[config.mk]
export PLATFORM = sky130hd
export DESIGN_NAME = sram_stream_engine
export DESIGN_NICKNAME = d
export VERILOG_FILES = /design/src/rtl/sram_stream_engine.sv
export SDC_FILE = /design/constraint.sdc
export NUM_CORES = 1
export LEC_CHECK = 0
export CAP_MARGIN = 20
export CORE_UTILIZATION = 45
export CTS_CLUSTER_DIAMETER = 80
export DETAILED_ROUTE_END_ITERATION = 10
export GPL_ROUTABILITY_DRIVEN = 1
export MAX_ROUTING_LAYER = met4
export PLACE_DENSITY = 0.7
export SLEW_MARGIN = 20
export SYNTH_ARGS = -nofsm -noshare
export SYNTH_HDL_FRONTEND = slang
export SYNTH_SLANG_ARGS = --single-unit
[constraint.sdc]
create_clock -name clk -period 4.15 [get_ports clk]
set_clock_uncertainty 0.1 [all_clocks]
set_input_delay 0.6225 -clock clk [delete_from_list [all_inputs] [get_ports clk]]
set_output_delay 0.6225 -clock clk [all_outputs]
set_load 0.03 [all_outputs]
[src/rtl/sram_stream_engine.sv]
// Streams LEN words from a source region of a shared SRAM to a destination region, applying a
// per-word mode operation (copy / add constant / running sum / invert) at one word per cycle.
module sram_stream_engine #(
   parameter int DATA_W   = 16,
   parameter int ADDR_W   = 12,
   parameter int LEN_W    = 12,
   parameter int READ_LAT = 1
) (
   input  logic              clk,
   input  logic              reset,
   input  logic              dut_run,
   input  logic              dut_abort,
   input  logic [ADDR_W-1:0] cfg_src_base,
   input  logic [ADDR_W-1:0] cfg_dst_base,
   input  logic [LEN_W-1:0]  cfg_len,
   input  logic [1:0]        cfg_mode,
   input  logic [DATA_W-1:0] cfg_k,
   output logic              dut_busy,
   output logic              done,
   output logic              aborted,
   output logic [LEN_W-1:0]  words_written,
   input  logic [DATA_W-1:0] sram_read_data,
   output logic [ADDR_W-1:0] sram_read_addr,
   output logic              sram_we,
   output logic [ADDR_W-1:0] sram_write_addr,
   output logic [DATA_W-1:0] sram_write_data
);

   typedef enum logic [1:0] {StIdle, StIssue, StDrain, StDone} state_t;

   state_t              state_q;
   logic [LEN_W-1:0]    rd_left_q;
   logic [ADDR_W-1:0]   wr_ptr_q;
   logic [1:0]          mode_q;
   logic [DATA_W-1:0]   k_q;
   logic [DATA_W-1:0]   acc_q;
   logic                abort_seen_q;
   logic [READ_LAT-1:0] pipe_q;

   logic                pipe_out;
   logic [DATA_W-1:0]   sum;
   logic [DATA_W-1:0]   result;

   // Read data is valid exactly when the oldest pipe stage holds an issued read.
   assign pipe_out = pipe_q[READ_LAT-1];

   always_comb begin
      sum    = acc_q + sram_read_data;
      result = sram_read_data;
      unique case (mode_q)
         2'b00: result = sram_read_data;
         2'b01: result = sram_read_data + k_q;
         2'b10: result = sum;
         2'b11: result = ~sram_read_data;
      endcase
   end

   always_ff @(posedge clk or posedge reset) begin
      if (reset) begin
         state_q         <= StIdle;
         rd_left_q       <= '0;
         wr_ptr_q        <= '0;
         mode_q          <= '0;
         k_q             <= '0;
         acc_q           <= '0;
         abort_seen_q    <= 1'b0;
         pipe_q          <= '0;
         dut_busy        <= 1'b0;
         done            <= 1'b0;
         aborted         <= 1'b0;
         words_written   <= '0;
         sram_read_addr  <= '0;
         sram_we         <= 1'b0;
         sram_write_addr <= '0;
         sram_write_data <= '0;
      end else begin
         done      <= 1'b0;
         sram_we   <= pipe_out;
         pipe_q[0] <= (state_q == StIssue);
         for (int i = 1; i < READ_LAT; i++) begin
            pipe_q[i] <= pipe_q[i-1];
         end

         if (pipe_out) begin
            sram_write_addr <= wr_ptr_q;
            sram_write_data <= result;
            wr_ptr_q        <= wr_ptr_q + ADDR_W'(1);
            words_written   <= words_written + LEN_W'(1);
            if (mode_q == 2'b10) begin
               acc_q <= sum;
            end
         end

         case (state_q)
            StIdle: begin
               if (dut_run) begin
                  sram_read_addr <= cfg_src_base;
                  wr_ptr_q       <= cfg_dst_base;
                  rd_left_q      <= cfg_len;
                  mode_q         <= cfg_mode;
                  k_q            <= cfg_k;
                  acc_q          <= '0;
                  abort_seen_q   <= 1'b0;
                  words_written  <= '0;
                  aborted        <= 1'b0;
                  if (cfg_len == '0) begin
                     state_q <= StDone;
                     done    <= 1'b1;
                  end else begin
                     state_q  <= StIssue;
                     dut_busy <= 1'b1;
                  end
               end
            end
            StIssue: begin
               if (rd_left_q == LEN_W'(1) || dut_abort) begin
                  state_q <= StDrain;
                  // An abort coinciding with the final read does not cut anything short.
                  abort_seen_q <= dut_abort && (rd_left_q != LEN_W'(1));
               end else begin
                  sram_read_addr <= sram_read_addr + ADDR_W'(1);
                  rd_left_q      <= rd_left_q - LEN_W'(1);
               end
            end
            StDrain: begin
               if (pipe_q == '0) begin
                  state_q  <= StDone;
                  done     <= 1'b1;
                  dut_busy <= 1'b0;
                  aborted  <= abort_seen_q;
               end
            end
            StDone: begin
               state_q <= StIdle;
            end
            default: state_q <= StIdle;
         endcase
      end
   end

endmodule

After elaboration in Yosys (flattened, before gate mapping). Index checks and enable logic that the tools add are counted.

Add/sub/neg operators: 6. Multiply operators: 0. Divide/modulo/power cells: 0. Magnitude comparators: 0. Equality and inequality tests: 13. Shift operators: 0. Mux-type cells: 35. Bitwise logic cells: 1. Reduce and logical (&&, ||, !) cells: 13.

Operators with widths (number): $mux 12 (10); $mux 16 (4); $pmux 16 s4 (1); $pmux 12 s2 (2); $add 12x1->12 const B (3); $add 16x16->16 (2); $not 16->16 (1); $eq 12x1->1 const B (1); $logic_not 12->1 (1); $ne 12x1->1 const B (1); $reduce_and 3->1 (4); $sub 12x1->12 const B (1); $mux 1 (9); $eq 2x2->1 const B (4); $mux 2 (4); $ne 2x2->1 const B (4); $pmux 1 s2 (4); $pmux 2 s4 (1); $eq 2x1->1 const B (2); $logic_not 2->1 (2); $reduce_and 4->1 (1); $reduce_bool 2->1 (2); $ne 2x1->1 const B (1); $reduce_and 2->1 (1); 2 further kinds (2).

Register bits: 118. Latch bits: 0. RAM bits: 0. Memory bits (read-only): 0. Input bits: 74. Output and inout port bits: 56. Memories: 0.

Logic depth before layout (Yosys ltp).
Depth after elaboration: 5. Mapped depth: 11.

Worst setup path before layout. No wires, ideal clock.

Kind: input-to-reg. From: input port sram_read_data[0]. To: register sram_write_data[14]. Data arrival time: 2.719 ns. Slack: 1.205 ns. Cell stages on the path: 9. Cell sequence: ha_1 -> fa_1 -> a21o_2 -> a221oi_2 -> a21oi_2 -> a2111oi_2 -> xor2_1 -> a21oi_1 -> a221o_1.

Longest elaborated chain between the ends: 2. Elaborated cells on any way between the ends: 3.

RTL lines: start: declaration (line 22) `input logic [DATA_W-1:0] sram_read_data,`; $add 16x16->16, on equally long branches (line 48, 52); $pmux 16 s4 * (line 50) `unique case (mode_q)`; end signal: assignment (line 86) `sram_write_data <= result;`; end: declaration (line 26) `output logic [DATA_W-1:0] sram_write_data`.

Mark *: on every way between the ends. The rest lies on a longest branch, timed or not. A chain may end at the register's enable or synchronous reset.

Worst setup path in the final report. Same ends and word-level chain as after synthesis.

==> flow_summary.json <==
{
  "cts_tree": "done",
  "cp-end-kind": "flip-flop",
  "antenna_found_initial": 0,
  "cp_top_family": "compound AO/OA/AOI/OAI gates",
  "yosysUniqueCellTypes": 66,
  "critPathRequiredTime_ns": 4.35,
  "reg2regPathDepth": 8,
  "io_buffer_count": 129,
  "dp.cells": 1160,
  "cts_max_path_buffers": 2,
  "final_antenna_net_count": 0,
  "insertion_delay_ns": 0.42,
  "path_cells": "clkdlybuf4s50_1 -> ha_1 -> fa_1 -> a21o_2 -> a221oi_2 -> a21oi_2 -> a2111oi_2 -> xor2_1 -> a21oi_1 -> a221o_1",
  "crit_cells": 10,
  "synth_cells": 855,
  "netSwitchingPower_w": 0.00326,
  "whs_path_depth": 1,
  "ys_ff_latch": 118,
  "synthToLayoutAreaGrowth_pct": 26.9,
  "tns_ns": 0,
  "leakage_nw": 4.07,
  "critPathKind": "primary input to flip-flop",
  "grt_pass1_wl_um": 30700,
  "crit_slowest_cell": "clkdlybuf4s50_1",
  "arrival_ns": 3.41,
  "ys_seq_area_share_pct": 39.6,
  "worstPathMaxFanout": 4,
  "routabilityCongestion": 0.919,
  "path_buf_inv": 1,
  "hold_violations": 0,
  "post-route-period-util_pct": 77.4,
  "cts_buffers": 17,
  "cts_resized": 0,
  "num_rows": 46,
  "synthFlopType": "dfrtp_1",
  "fill_cells": 1484,
  "seqPwrFrac_pct": 28.9,
  "die_h_um": 131,
  "syn-cell-area_mm2": 0.00745,
  "yosysTopAreaCell": "dfrtp_1",
  "maxSlewViolCount": 0,
  "vias_per_cell": 5.52,
  "netlist.area_leader.share_pct": 39.6,
  "ys.warnings.count": 0,
  "drt-wirelength-per-cell_um": 15.9,
  "fin_nets": 1077,
  "async_reset_ff_share_pct": 100,
  "setup_violations": 0,
  "post-cts-setup-buffer-count": 0,
  "io_pins": 130,
  "dr_wl_met3_um": 934,
  "dieArea_mm2": 0.0171,
  "worstMarginPinSlew_ns": 0.943,
  "drtPass1Iterations": 5,
  "status": "completed",
  "fp.dieW_um": 131,
  "vias": 6583,
  "drt_first_iter_violations": 517,
  "drt-total-wl_um": 18900,
  "stdcell_count": 1192,
  "dp_hpwl_um": 13500,
  "cts_root_buf": "clkbuf_16",
  "rsz0062_at_grt": "no",
  "cp_slowest_stage_delay_ns": 0.47,
  "core_region_area_mm2": 0.0160,
  "hp-class": "flip-flop to flip-flop",
  "power_frac_comb_pct": 51.6,
  "vdd_ir_drop_max_uv": 401,
  "track_usage_pct": 24.0,
  "fmax_mhz": 311,
  "overflow": 0,
  "hold_buffers": 0,
  "h-tree-depth": 4,
  "cap_viol_max_count": 0,
  "drc": 0,
  "grt_max_degree": 74,
  "initial_utilization_pct": 46.6,
  "clk_pin_slew_worst_paths_ns": 0.06,
  "numClockSinks": 118,
  "p_clk_share_pct": 19.6,
  "routed.top_layer": "met4",
  "relSlewSlack_pct": 37.2,
  "startpoint_type": "primary input",
  "synth_area_per_cell_um2": 8.71,
  "synthTopCellsByCount": "130 x nand2_1, 118 x dfrtp_1, 81 x a21oi_1",
  "antenna_cells": 0,
  "syn-num-nets": 969,
  "synthTopCellsByArea": "dfrtp_1 40%, nand2_1 6.6%, ha_1 6.4%, a21oi_1 5.4%, o21ai_0 4.7%",
  "p_total_w": 0.00747,
  "yosysMostFrequentCell": "nand2_1",
  "grt_pass1_vias": 6019,
  "sw_frac_of_total_pct": 43.6,
  "power_per_cell_area_mw_per_mm2": 790,
  "final.min_clock_period_ns": 3.21,
  "wl_met1_um": 9360,
  "wl_met2_um": 8460,
  "synth_enable_flop_cells": 0,
  "p_int_w": 0.00421,
  "final_layout_size_suffix_gt1_share_pct": 7.58
}
[power by group through the flow]
stage / Combinational (W) / Clock, W / Sequential [W]
after floorplan: 0.00241 / 0 / 0.00243
after detailed placement: 0.00382 / 0 / 0.00216
after global routing: 0.00425 / 0.00154 / 0.00223
final: 0.00385 / 0.00146 / 0.00216
after CTS: 0.00385 / 0.00148 / 0.00216
after global placement: 0.00377 / 0 / 0.00216
[metrics by stage]
step	util, %	worst slack, ns	area [um^2]	hold WS [ns]
CTS	59.1	0.947	9460	0.381
global route	59.1	0.768	9460	0.412
floorplan	-	0.298	7450	0.313
global placement	55.4	0.562	8870	0.363
finish	59.1	0.938	9460	0.377
detailed placement	55.4	0.501	8870	0.368
[layout make-up]
cell class | count | area (um^2) | area share, %
sequential | 118 | 2950 | 31.2
clock inverter | 11 | 125 | 1.32
timing repair buffer | 140 | 1400 | 14.8
clock buffer | 21 | 460 | 4.87
inverter | 19 | 73.8 | 0.781
multi-input combinational | 667 | 4170 | 44.1
tap | 216 | 270 | 2.86
[layer usage]
| layer | up-vias | GRT usage, % |
|---|---|---|
| met5 | - | - |
| met4 | 0 | 6.69 |
| met1 | 3127 | 34.3 |
| met3 | 15 | 4.11 |
| met2 | 163 | 34.9 |
| li1 | 3278 | - |
[cell usage in the layout (no fill, tap or decap), types with 10 or more instances in the layout]
| master | instances |
|---|---|
| xnor2_1 | 22 |
| and3_1 | 11 |
| dfrtp_1 | 117 |
| nor3_1 | 12 |
| xor2_1 | 25 |
| nor2b_1 | 10 |
| clkbuf_16 | 17 |
| o22ai_1 | 15 |
| a21o_1 | 13 |
| mux2_2 | 17 |
| a211oi_1 | 17 |
| o21ai_0 | 70 |
| a21oi_1 | 81 |
| nor2_1 | 59 |
| mux2i_1 | 11 |
| nand2_1 | 130 |
| clkdlybuf4s50_1 | 129 |
| inv_1 | 17 |
| nand3_1 | 37 |
| ha_1 | 38 |
[sequential cells by signal (all words and copies together) (netlist names), 2 cells and up]
signal and flops:
rd_left_q 12, words_written 12, mode_q 2, sram_read_addr 12
wr_ptr_q 12, sram_write_data 16, sram_write_addr 12, state_q 2
k_q 16, acc_q 16
[cell families after synthesis]
family                     count (synthesis)  share of synthesized area [%]
muxes                                     28                           4.05
AOI/OAI and AO/OA                        258                           21.7
DFF                                      118                           39.6
adders and majority gates                 40                           6.92
xor gates and xnor gates                  47                           5.53
and+or+nand+nor                          294                           17.8
buffers and inverters                     70                           4.35
[worst paths after layout]
| kind | startpoint | end | slack [ns] |
|---|---|---|---|
| setup / recovery | sram_read_data[0] | sram_write_data[14] | 0.94 |
| hold / removal | sram_write_data[1] | sram_write_data[1] | 0.38 |
| setup reg to reg | rd_left_q[0] | rd_left_q[8] | 1.23 |
| hold reg to reg | sram_write_data[1] | sram_write_data[1] | 0.38 |
| max in group asynchronous | reset | sram_write_addr[0] | 2.51 |
| min in group asynchronous | reset | sram_read_addr[4] | 0.66 |
Note: power is estimated with default switching activity, not from simulation.
